### src/rtl/alu_pkg.sv
// Shared constants for the Lab3 ALU: function codes and controller state encoding.
// The display path decodes state_o with the same encoding, so keep these in sync.
package alu_pkg;

    localparam logic [3:0] FN_PASS_A = 4'b0000;
    localparam logic [3:0] FN_PASS_B = 4'b0001;
    localparam logic [3:0] FN_ADD    = 4'b0010;
    localparam logic [3:0] FN_SUB    = 4'b0011;
    localparam logic [3:0] FN_MOD3   = 4'b0100;
    localparam int         FN_SIGNED_BIT = 3;

    localparam logic [2:0] ST_LOAD_A = 3'd0;
    localparam logic [2:0] ST_LOAD_B = 3'd1;
    localparam logic [2:0] ST_ADD    = 3'd2;
    localparam logic [2:0] ST_SUB    = 3'd3;
    localparam logic [2:0] ST_MOD3   = 3'd4;

    // Signedness only matters to the arithmetic functions, never to the operand loads.
    function automatic logic [3:0] fn_for_state(input logic [2:0] st, input logic mode);
        logic [3:0] code;
        code = FN_PASS_A;
        case (st)
            ST_LOAD_A: code = FN_PASS_A;
            ST_LOAD_B: code = FN_PASS_B;
            ST_ADD:    code = FN_ADD;
            ST_SUB:    code = FN_SUB;
            ST_MOD3:   code = FN_MOD3;
            default:   code = FN_PASS_A;
        endcase
        if (st == ST_ADD || st == ST_SUB || st == ST_MOD3) begin
            code[FN_SIGNED_BIT] = mode;
        end
        return code;
    endfunction

endpackage

### src/rtl/edge_detect.sv
// Rising-edge detector for a debounced button level.
// History flop resets high so a button held through reset must be released first.
module edge_detect (
    input  logic clk,
    input  logic rst_n,
    input  logic level,
    output logic pulse
);

    logic level_q;

    always_ff @(posedge clk) begin
        if (!rst_n) begin
            level_q <= 1'b1;
        end else begin
            level_q <= level;
        end
    end

    assign pulse = level & ~level_q;

endmodule

### src/rtl/alu_ctrl.sv
// Lab3 ALU sequencing controller: loads operands A and B from the switches,
// then steps ADD -> SUB -> MOD3 on each enter press; sign toggles signed mode.
module alu_ctrl
    import alu_pkg::*;
#(
    parameter int WIDTH = 8,
    parameter int FN_W  = 4
) (
    input  logic             clk,
    input  logic             rst_n,
    input  logic             enter,
    input  logic             sign,
    input  logic [WIDTH-1:0] sw_in,
    output logic [WIDTH-1:0] op_a,
    output logic [WIDTH-1:0] op_b,
    output logic [FN_W-1:0]  fn,
    output logic             signed_mode,
    output logic [2:0]       state_o
);

    logic             enter_pulse;
    logic             sign_pulse;
    logic [2:0]       state;
    logic [2:0]       next_state;
    logic [WIDTH-1:0] next_a;
    logic [WIDTH-1:0] next_b;
    logic             next_mode;

    edge_detect u_enter_edge (
        .clk   (clk),
        .rst_n (rst_n),
        .level (enter),
        .pulse (enter_pulse)
    );

    edge_detect u_sign_edge (
        .clk   (clk),
        .rst_n (rst_n),
        .level (sign),
        .pulse (sign_pulse)
    );

    always_comb begin
        next_state = state;
        next_a     = op_a;
        next_b     = op_b;
        case (state)
            ST_LOAD_A: if (enter_pulse) begin
                next_a     = sw_in;
                next_state = ST_LOAD_B;
            end
            ST_LOAD_B: if (enter_pulse) begin
                next_b     = sw_in;
                next_state = ST_ADD;
            end
            ST_ADD:  if (enter_pulse) next_state = ST_SUB;
            ST_SUB:  if (enter_pulse) next_state = ST_MOD3;
            ST_MOD3: if (enter_pulse) next_state = ST_ADD;
            default: next_state = ST_LOAD_A;
        endcase
    end

    assign next_mode = signed_mode ^ sign_pulse;

    // fn is derived from the next state/mode so it lands on the same edge as the state change.
    always_ff @(posedge clk) begin
        if (!rst_n) begin
            state       <= ST_LOAD_A;
            op_a        <= '0;
            op_b        <= '0;
            signed_mode <= 1'b0;
            fn          <= FN_PASS_A;
        end else begin
            state       <= next_state;
            op_a        <= next_a;
            op_b        <= next_b;
            signed_mode <= next_mode;
            fn          <= fn_for_state(next_state, next_mode);
        end
    end

    assign state_o = state;

endmodule

### config.mk
export PLATFORM = sky130hd
export DESIGN_NAME = alu_ctrl
export DESIGN_NICKNAME = d
export VERILOG_FILES = /design/src/rtl/alu_pkg.sv /design/src/rtl/edge_detect.sv /design/src/rtl/alu_ctrl.sv
export SDC_FILE = /design/constraint.sdc
export NUM_CORES = 1
export LEC_CHECK = 0
export CAP_MARGIN = 20
export CORE_ASPECT_RATIO = 1.75
export CORE_UTILIZATION = 35
export CTS_BUF_LIST = sky130_fd_sc_hd__clkbuf_4 sky130_fd_sc_hd__clkbuf_8
export CTS_CLUSTER_SIZE = 25
export DETAILED_ROUTE_END_ITERATION = 6
export GPL_TIMING_DRIVEN = 1
export SYNTH_ARGS = -nofsm -noshare
export SYNTH_HDL_FRONTEND = slang
export SYNTH_HIERARCHICAL = 1
export SYNTH_SLANG_ARGS = --single-unit
### constraint.sdc
create_clock -name clk -period 1.62 [get_ports clk]
set_input_delay 0.324 -clock clk [delete_from_list [all_inputs] [get_ports clk]]
set_output_delay 0.324 -clock clk [all_outputs]
set_load 0.02 [all_outputs]
Word-level counts from Yosys, hierarchy flattened --
Cells that the tools add are included.
Storage, ports and cells: bits in registers 26, output and inout bits 24
Cells by class: equality and inequality tests 8, muxes and demuxes 7, bitwise gates (word level) 5, reduce and logical (&&, ||, !) cells 6
Operators with widths (number):
- 3-bit case mux with 4 select lines | 2
- 3-bit by 2-bit equality test with 1-bit output (second input constant) | 4
- 3-bit two-way mux | 4
- 3-bit by 1-bit equality test with 1-bit output (second input constant) | 2
- 3-bit equality test (second input constant) | 2
- 2-bit AND reduction | 2
- 3-bit logical NOT | 1
- 1-bit AND | 2
- 1-bit logical OR | 2
- 1-bit inverter | 2
- 2-bit OR reduction | 1
- 1-bit two-way mux | 1
- 1-bit XOR | 1

Longest topological paths before layout --
Gate-level depths: netlist of the first run.
depth after elaboration 8, gate-level depth with buffers 6, mapped depth without buffers 4

Hierarchy --
The synthesis of the first run kept the hierarchy.
Modules (own cells, without submodules):
- alu_ctrl | times used 1, cells each 93, area each 945.9 um^2, sequential area each 480.5 um^2
- edge_detect | times used 2, cells each 3, area each 40.0 um^2, sequential area each 20.0 um^2

Worst setup path after synthesis of the first run --
OpenSTA, ideal clock, no wires.
path type reg2reg, start point register state[0] (netlist: state_o[0]), end point register op_b[0], arrival 1.306 ns, required time 1.504 ns, slack 0.198 ns, stages on the path, launching flop included 6, buffers on the path 2, clock period less this slack 1.422 ns, cells stage by stage dfxtp_1 > buf_6 > nor4bb_1 > buf_4 > mux2i_1 > nor2b_1
On the way: longest elaborated chain between the ends 2
Ends and longest elaborated chain:
- start: declaration | line alu_ctrl.sv:23 | logic [2:0] state;
- start signal: assignment | line alu_ctrl.sv:74 | state <= next_state;
- 3-bit by 1-bit equality test with 1-bit output | line alu_ctrl.sv:47 | case (state)
- 2-bit AND reduction (no line)
- end signal: assignment | line alu_ctrl.sv:76 | op_b <= next_b;
- end: declaration | line alu_ctrl.sv:15 | output logic [WIDTH-1:0] op_b,
No other way between the ends. A chain may end at the register's enable or synchronous reset.

Final worst setup path of the first run --
start point register op_a[3], end point output port op_a[3]
RTL lines:
- start: declaration | line alu_ctrl.sv:14 | output logic [WIDTH-1:0] op_a,
- start signal: assignment | line alu_ctrl.sv:75 | op_a <= next_a;
No word-level cell between the ends.

==> results of run 1 <==
## flip-flops by register name (all words and copies together), names as in the netlist
| signal | count |
|---|---|
| op_a | 8 |
| op_b | 8 |
| fn | 4 |
| state_o | 3 |
| signed_mode | 1 |
| u_enter_edge/level_q | 1 |
| u_sign_edge/level_q | 1 |
## cell usage in the layout, fill, tap and decap left out, types with 2 or more instances in the layout
| cell type | count |
|---|---|
| clkbuf_8 | 4 |
| dfxtp_1 | 25 |
| nand2_1 | 17 |
| mux2i_1 | 8 |
| a21boi_1 | 8 |
| buf_4 | 8 |
| and2_1 | 4 |
| a21oi_1 | 2 |
| clkdlybuf4s50_1 | 32 |
| nand2b_1 | 3 |
| dlygate4sd2_1 | 2 |
| o31a_1 | 2 |
| nor2b_4 | 2 |
| nor2b_1 | 8 |
| nor3b_1 | 3 |
## kinds of logic after synthesis
kind of cell,count (synthesis)
AOI/OAI and AO/OA,14
xor gates and xnor gates,2
buffers and inverters,7
DFF,26
muxes,8
and+or+nand+nor,42
## metal layers
layer | share of wire | up-vias | wire length, um | GRT usage
met4 | 0.011 | 0 | 22 | 0.07292
li1 | - | 409 | - | -
met2 | 0.54 | 20 | 1098 | 0.2374
met1 | 0.42 | 363 | 858 | 0.1529
met3 | 0.035 | 2 | 72 | 0.02457
met5 | 0 | - | 0 | 0
## stage by stage
| stage | hold WS, ps | util | cell area [um^2] |
|---|---|---|---|
| 6_report | 462.7 | 0.5464 | 1504 |
| 5_1_grt | 489.0 | 0.5464 | 1504 |
| 4_1_cts | 465.8 | 0.5409 | 1489 |
| 3_5_place_dp | 450.3 | 0.5214 | 1435 |
| 3_3_place_gp | 454.5 | 0.5214 | 1435 |
| 2_1_floorplan | 397.0 | - | 1026 |
## power breakdown
part / switching, mW / leakage (nW) / internal [mW]
sequential: 0.0168 / 0.211 / 0.660
combinational: 0.0698 / 0.313 / 0.0935
clock: 0.188 / 0.0288 / 0.217
total: 0.274 / 0.553 / 0.970
## worst reg2reg max path: cells and delay by family (launching register included)
kind / cells / cell delay [ps]
and+or+nand+nor: 2 / 510
DFF: 1 / 490
buffers and inverters: 1 / 200
AOI/OAI and AO/OA: 1 / 180
## timing repair
| item | in CTS | in global routing |
|---|---|---|
| endpoints found under the hold margin | 0 | 0 |
| gates resized for setup | 3 | 3 |
| endpoints found under the setup margin | 2 | 11 |
## layout make-up
type / instances / area share
Tap cell: 27 / 0.02246
Sequential cell: 26 / 0.3469
Clock buffer: 4 / 0.03661
Timing Repair Buffer: 43 / 0.2729
Multi-Input combinational cell: 66 / 0.3211
## path summary, 6_finish.rpt
path                     end  slack, ps  depth (start not counted)
hold reg to reg      op_a[5]        460                          2
setup / recovery     op_a[3]         70                          1
setup reg to reg  state_o[2]        200                          4
hold / removal       op_a[5]        460                          2
==> impl_metrics.ini, run 1 <==
[yosys]
yosysWarningCount = 6
synth_top_family_by_area = simple AND/OR/NAND/NOR gates
synth_mux_area_frac = 0.07805
synthTopCellsByCount = dfxtp_1 (26), nand2_1 (17), a21boi_1 (8), mux2i_1 (8), nor2b_1 (8)
ys_ff_latch = 26
synthTopCellsByArea = dfxtp_1 (51%), mux2i_1 (7.8%), nand2_1 (6.2%), a21boi_1 (5.9%), nor2b_1 (4.9%)
yosysTopAreaCellShare = 0.5073
synth_fp_nets = 111
yosysUniqueCellTypes = 24
synth-simple-area-share = 0.2610
synth_most_common_cell = dfxtp_1
syn_area_um2 = 1026
seq_area_frac_synth = 0.5073
async_reset_ff_frac = 0
synthAdderAreaFrac = 0
synth-main-ff-cell = dfxtp_1
synth_top_cell_by_area = dfxtp_1
syn_inst = 99
syn_avg_cell_area_um2 = 10.36
synth-compound-area-share = 0.09634
synth_enable_flop_cells = 0
synthXorXnorAreaFrac = 0.01707

[critical_path]
path_cells = clkdlybuf4s50_1
cp_top_family = buffers and inverters
cp_max_fo = 2
startpoint = op_a[3]
reg2reg_from = state_o[2]
start_kind = flip-flop
crit_slowest_cell = clkdlybuf4s50_1
end_kind = output pin
cpPeakStageDelay_ps = 620
arrival_ps = 1230
path_buf_inv = 1
path_class = reg2out
critPathRequiredTime_ps = 1300

[timing]
max_freq_ghz = 0.6450
slew_viol_final = 0
rsz0062_at_grt = false
skew_ps = 3.386
post-route-period-util = 0.9570
finalHoldViolCount = 0
tightest_slew_ps = 281.3
relSlewSlack = 0.8122
setup_violations = 0
period_needed_ps = 1550
fin_setup_tns_ps = 0
fin_ws_ps = 69.66

[clock_network]
cts_tree = done
root_buffer = clkbuf_8
post-cts-setup-buffers = 0
htree_levels = 1
path_clk_slew_ps = 80
holdBufCountCts = 0
cts_buffers = 3
clk_latency_ps = 260
cts_max_path_buffers = 2
cts.sinks = 26

[floorplan]
die_x_um = 42.93
dieHeight_um = 73.62
ios = 36
rows = 25
initial_core_util = 0.3727
core_um2 = 2753
die_area_um2 = 3160

[route]
ant_nets = 0
wl_per_cell_um = 12.36
drc = 0
finalWirelength_um = 2052
first_pass_iters = 4
via_per_inst = 4.783
drt_iter0_drc = 8
vias = 794

[cells_and_area]
final_cells = 166
finalNetCount = 152
num-fill-cells = 264
seq_area_um2 = 521.8
antenna_cells = 0
multi_input_area_um2 = 483.0
area_growth_pct = 46.59
drive_gt1_frac = 0.1295

[run]
drv_cap = 0

[global_route]
grt_max_degree = 15
globalRouteOverflowTotal = 0
antenna_found_initial = 0
grt_util_all_layers = 0.1361
grt_pass1_wl_um = 3187
grt_pass1_vias = 735

[placed_design]
place_ws_ps = -254.3
place.port_buffers = 35
dp_hpwl_um = 1562
place_inst = 162
globalplace.congestion = 0.6565

[min_path]
hold_path.class = reg2reg
hold_start = op_a[5]

[pwr]
peakVddDrop_mv = 0.5603
finalPower_mw = 1.244
p_leak_nw = 0.5529
power_density_nw_per_um2 = 827.4

[outcome]
run_status = complete, no violations
Note: power is estimated with default switching activity, not from simulation.
==> run 2: changes to the inputs <==
--- a/config.mk
+++ b/config.mk
@@ -12,7 +12,7 @@
 export CTS_CLUSTER_SIZE = 25
 export DETAILED_ROUTE_END_ITERATION = 6
 export GPL_TIMING_DRIVEN = 1
+export PLACE_DENSITY = 0.65
 export SYNTH_ARGS = -nofsm -noshare
 export SYNTH_HDL_FRONTEND = slang
-export SYNTH_HIERARCHICAL = 1
 export SYNTH_SLANG_ARGS = --single-unit
==> impl_metrics.ini, run 2 <==
[outcome]
run_status = complete, no violations

[critical_path]
cpPeakStageDelay_ps = 610
path_class = reg2out
end_kind = output pin
arrival_ps = 1230
start_kind = flip-flop
path_buf_inv = 1
critPathRequiredTime_ps = 1300
cp_top_family = buffers and inverters
path_cells = clkdlybuf4s50_1
crit_slowest_cell = clkdlybuf4s50_1
cp_max_fo = 2

[placed_design]
place.port_buffers = 35
globalplace.congestion = 0.8013
place_ws_ps = -166.3
dp_hpwl_um = 1472
place_inst = 161
placed_cell_area_um2 = 1398

[clock_network]
path_clk_slew_ps = 90
root_buffer = clkbuf_8
cts.sinks = 26
post-cts-setup-buffers = 0
holdBufCountCts = 0
cts_buffers = 3
htree_levels = 1
cts_tree = done
clk_latency_ps = 260
cts_max_path_buffers = 2

[yosys]
syn_area_um2 = 998.5
yosysTopAreaCellShare = 0.5213
yosysUniqueCellTypes = 21
synth-simple-area-share = 0.2381
synthXorXnorAreaFrac = 0.01754
synthAdderAreaFrac = 0
synthTopCellsByCount = dfxtp_1 (26), nand2_1 (25), mux2i_1 (16), clkbuf_1 (4), nand2b_1 (4)
seq_area_frac_synth = 0.5213
ys_ff_latch = 26
synth_most_common_cell = dfxtp_1
async_reset_ff_frac = 0
synth-compound-area-share = 0.02005
synth_top_family_by_area = simple AND/OR/NAND/NOR gates
synth-main-ff-cell = dfxtp_1
synth_fp_nets = 112
syn_inst = 100
yosysWarningCount = 0
synth_mux_area_frac = 0.1604
syn_avg_cell_area_um2 = 9.985
synth_top_cell_by_area = dfxtp_1
synth_enable_flop_cells = 0
synthTopCellsByArea = dfxtp_1 (52%), mux2i_1 (16%), nand2_1 (9.4%), nand2b_1 (2.5%), buf_6 (2.3%)

[route]
drc = 0
drt_iter0_drc = 11
via_per_inst = 4.921
ant_nets = 0
first_pass_iters = 2
wl_per_cell_um = 12.18
vias = 812
finalWirelength_um = 2010

[global_route]
grt_max_degree = 36
grt_pass1_vias = 787
grt_util_all_layers = 0.1480
globalRouteOverflowTotal = 0
antenna_found_initial = 0
grt_pass1_wl_um = 3408

[pwr]
p_leak_nw = 0.6485
comb_power_share = 0.113
power_density_nw_per_um2 = 834.4
peakVddDrop_mv = 0.4941
p_seq_frac = 0.550
switching_share = 0.2168
internal_power_mw = 0.9477
pwr-share-clk = 0.337
p_switching_mw = 0.2623

[timing]
slew_viol_final = 0
setup_violations = 0
relSlewSlack = 0.8444
fin_ws_ps = 66.26
rsz0062_at_grt = false
max_freq_ghz = 0.6436
post-route-period-util = 0.9591
finalHoldViolCount = 0
period_needed_ps = 1554
skew_ps = 4.023
timing.hold.ws_ps = 459.1
tightest_slew_ps = 232.7

[cells_and_area]
final_common_cell = clkdlybuf4s50_1
area_growth_pct = 45.24
final_cell_area_um2 = 1450
antenna_cells = 0
reg_top3 = op_a: 8 flops, op_b: 8 flops, fn: 4 flops
finalNetCount = 151
final_cells = 165
drive_gt1_frac = 0.08696
most-common-layout-cells = clkdlybuf4s50_1 (33), dfxtp_1 (26), nand2_1 (25)

[min_path]
hold_path.class = reg2reg

[floorplan]
rows = 25
die_area_um2 = 3079
die_x_um = 42.38
initial_core_util = 0.3712
ios = 36
core_um2 = 2690
dieHeight_um = 72.66

[run]
drv_cap = 0
## run 2: cell count changes after synthesis, moves of 3 or more
cell,change
nor2b_1,-8
a21boi_1,-8
nand2_1,+8
and2_1,-3
mux2i_1,+8
nand3_1,+3
## run 2: layer usage
layer,track usage,vias to the layer above,part of all wire
met1,0.1544,380,0.39
li1,-,408,-
met3,0.03218,2,0.041
met2,0.2615,22,0.56
met4,0.09375,0,0.014
met5,0,-,0
## run 2: power groups by stage
stage	clock network (mW)	logic [mW]	registers, mW
global placement	0	0.138	0.680
CTS	0.425	0.139	0.666
finish	0.407	0.137	0.666
floorplan	0	0.0498	0.697
global route	0.443	0.148	0.669
detailed placement	0	0.139	0.681
## run 2: area by class of cell
type / count / area (um^2)
Fill cell: 260 / 1240
Multi-Input combinational cell: 67 / 435.4
Clock buffer: 4 / 55.05
Sequential cell: 26 / 520.5
Timing Repair Buffer: 41 / 405.4
Tap cell: 27 / 33.78
## run 2: path summary, 6_finish.rpt
path               startpoint          end  slack, ps  cells after the start
setup / recovery  signed_mode  signed_mode         70                      1
hold reg to reg       op_a[0]      op_a[0]        460                      2
hold / removal        op_a[0]      op_a[0]        460                      2
setup reg to reg   state_o[2]      op_b[5]        270                      3
## run 2: stage by stage
step / util / total power, mW / TNS (ps)
detailed placement: 0.5195 / 0.8200 / -1329
global placement: 0.5195 / 0.8187 / -1194
global route: 0.5391 / 1.260 / 0
finish: 0.5391 / 1.210 / 0
floorplan: - / 0.7469 / 0
CTS: 0.5391 / 1.230 / 0
## run 2: cells by family (layout without fill, tap and decap cells)
logic type / count (synthesis) / count (layout)
AOI/OAI and AO/OA: 3 / 3
xor gates and xnor gates: 2 / 2
buffers and inverters: 7 / 45
DFF: 26 / 26
muxes: 16 / 16
and+or+nand+nor: 46 / 46
## run 2: what timing repair did
action,in CTS,in global routing
gates resized for setup,2,0
setup endpoints to repair,2,0
endpoints found under the hold margin,0,0
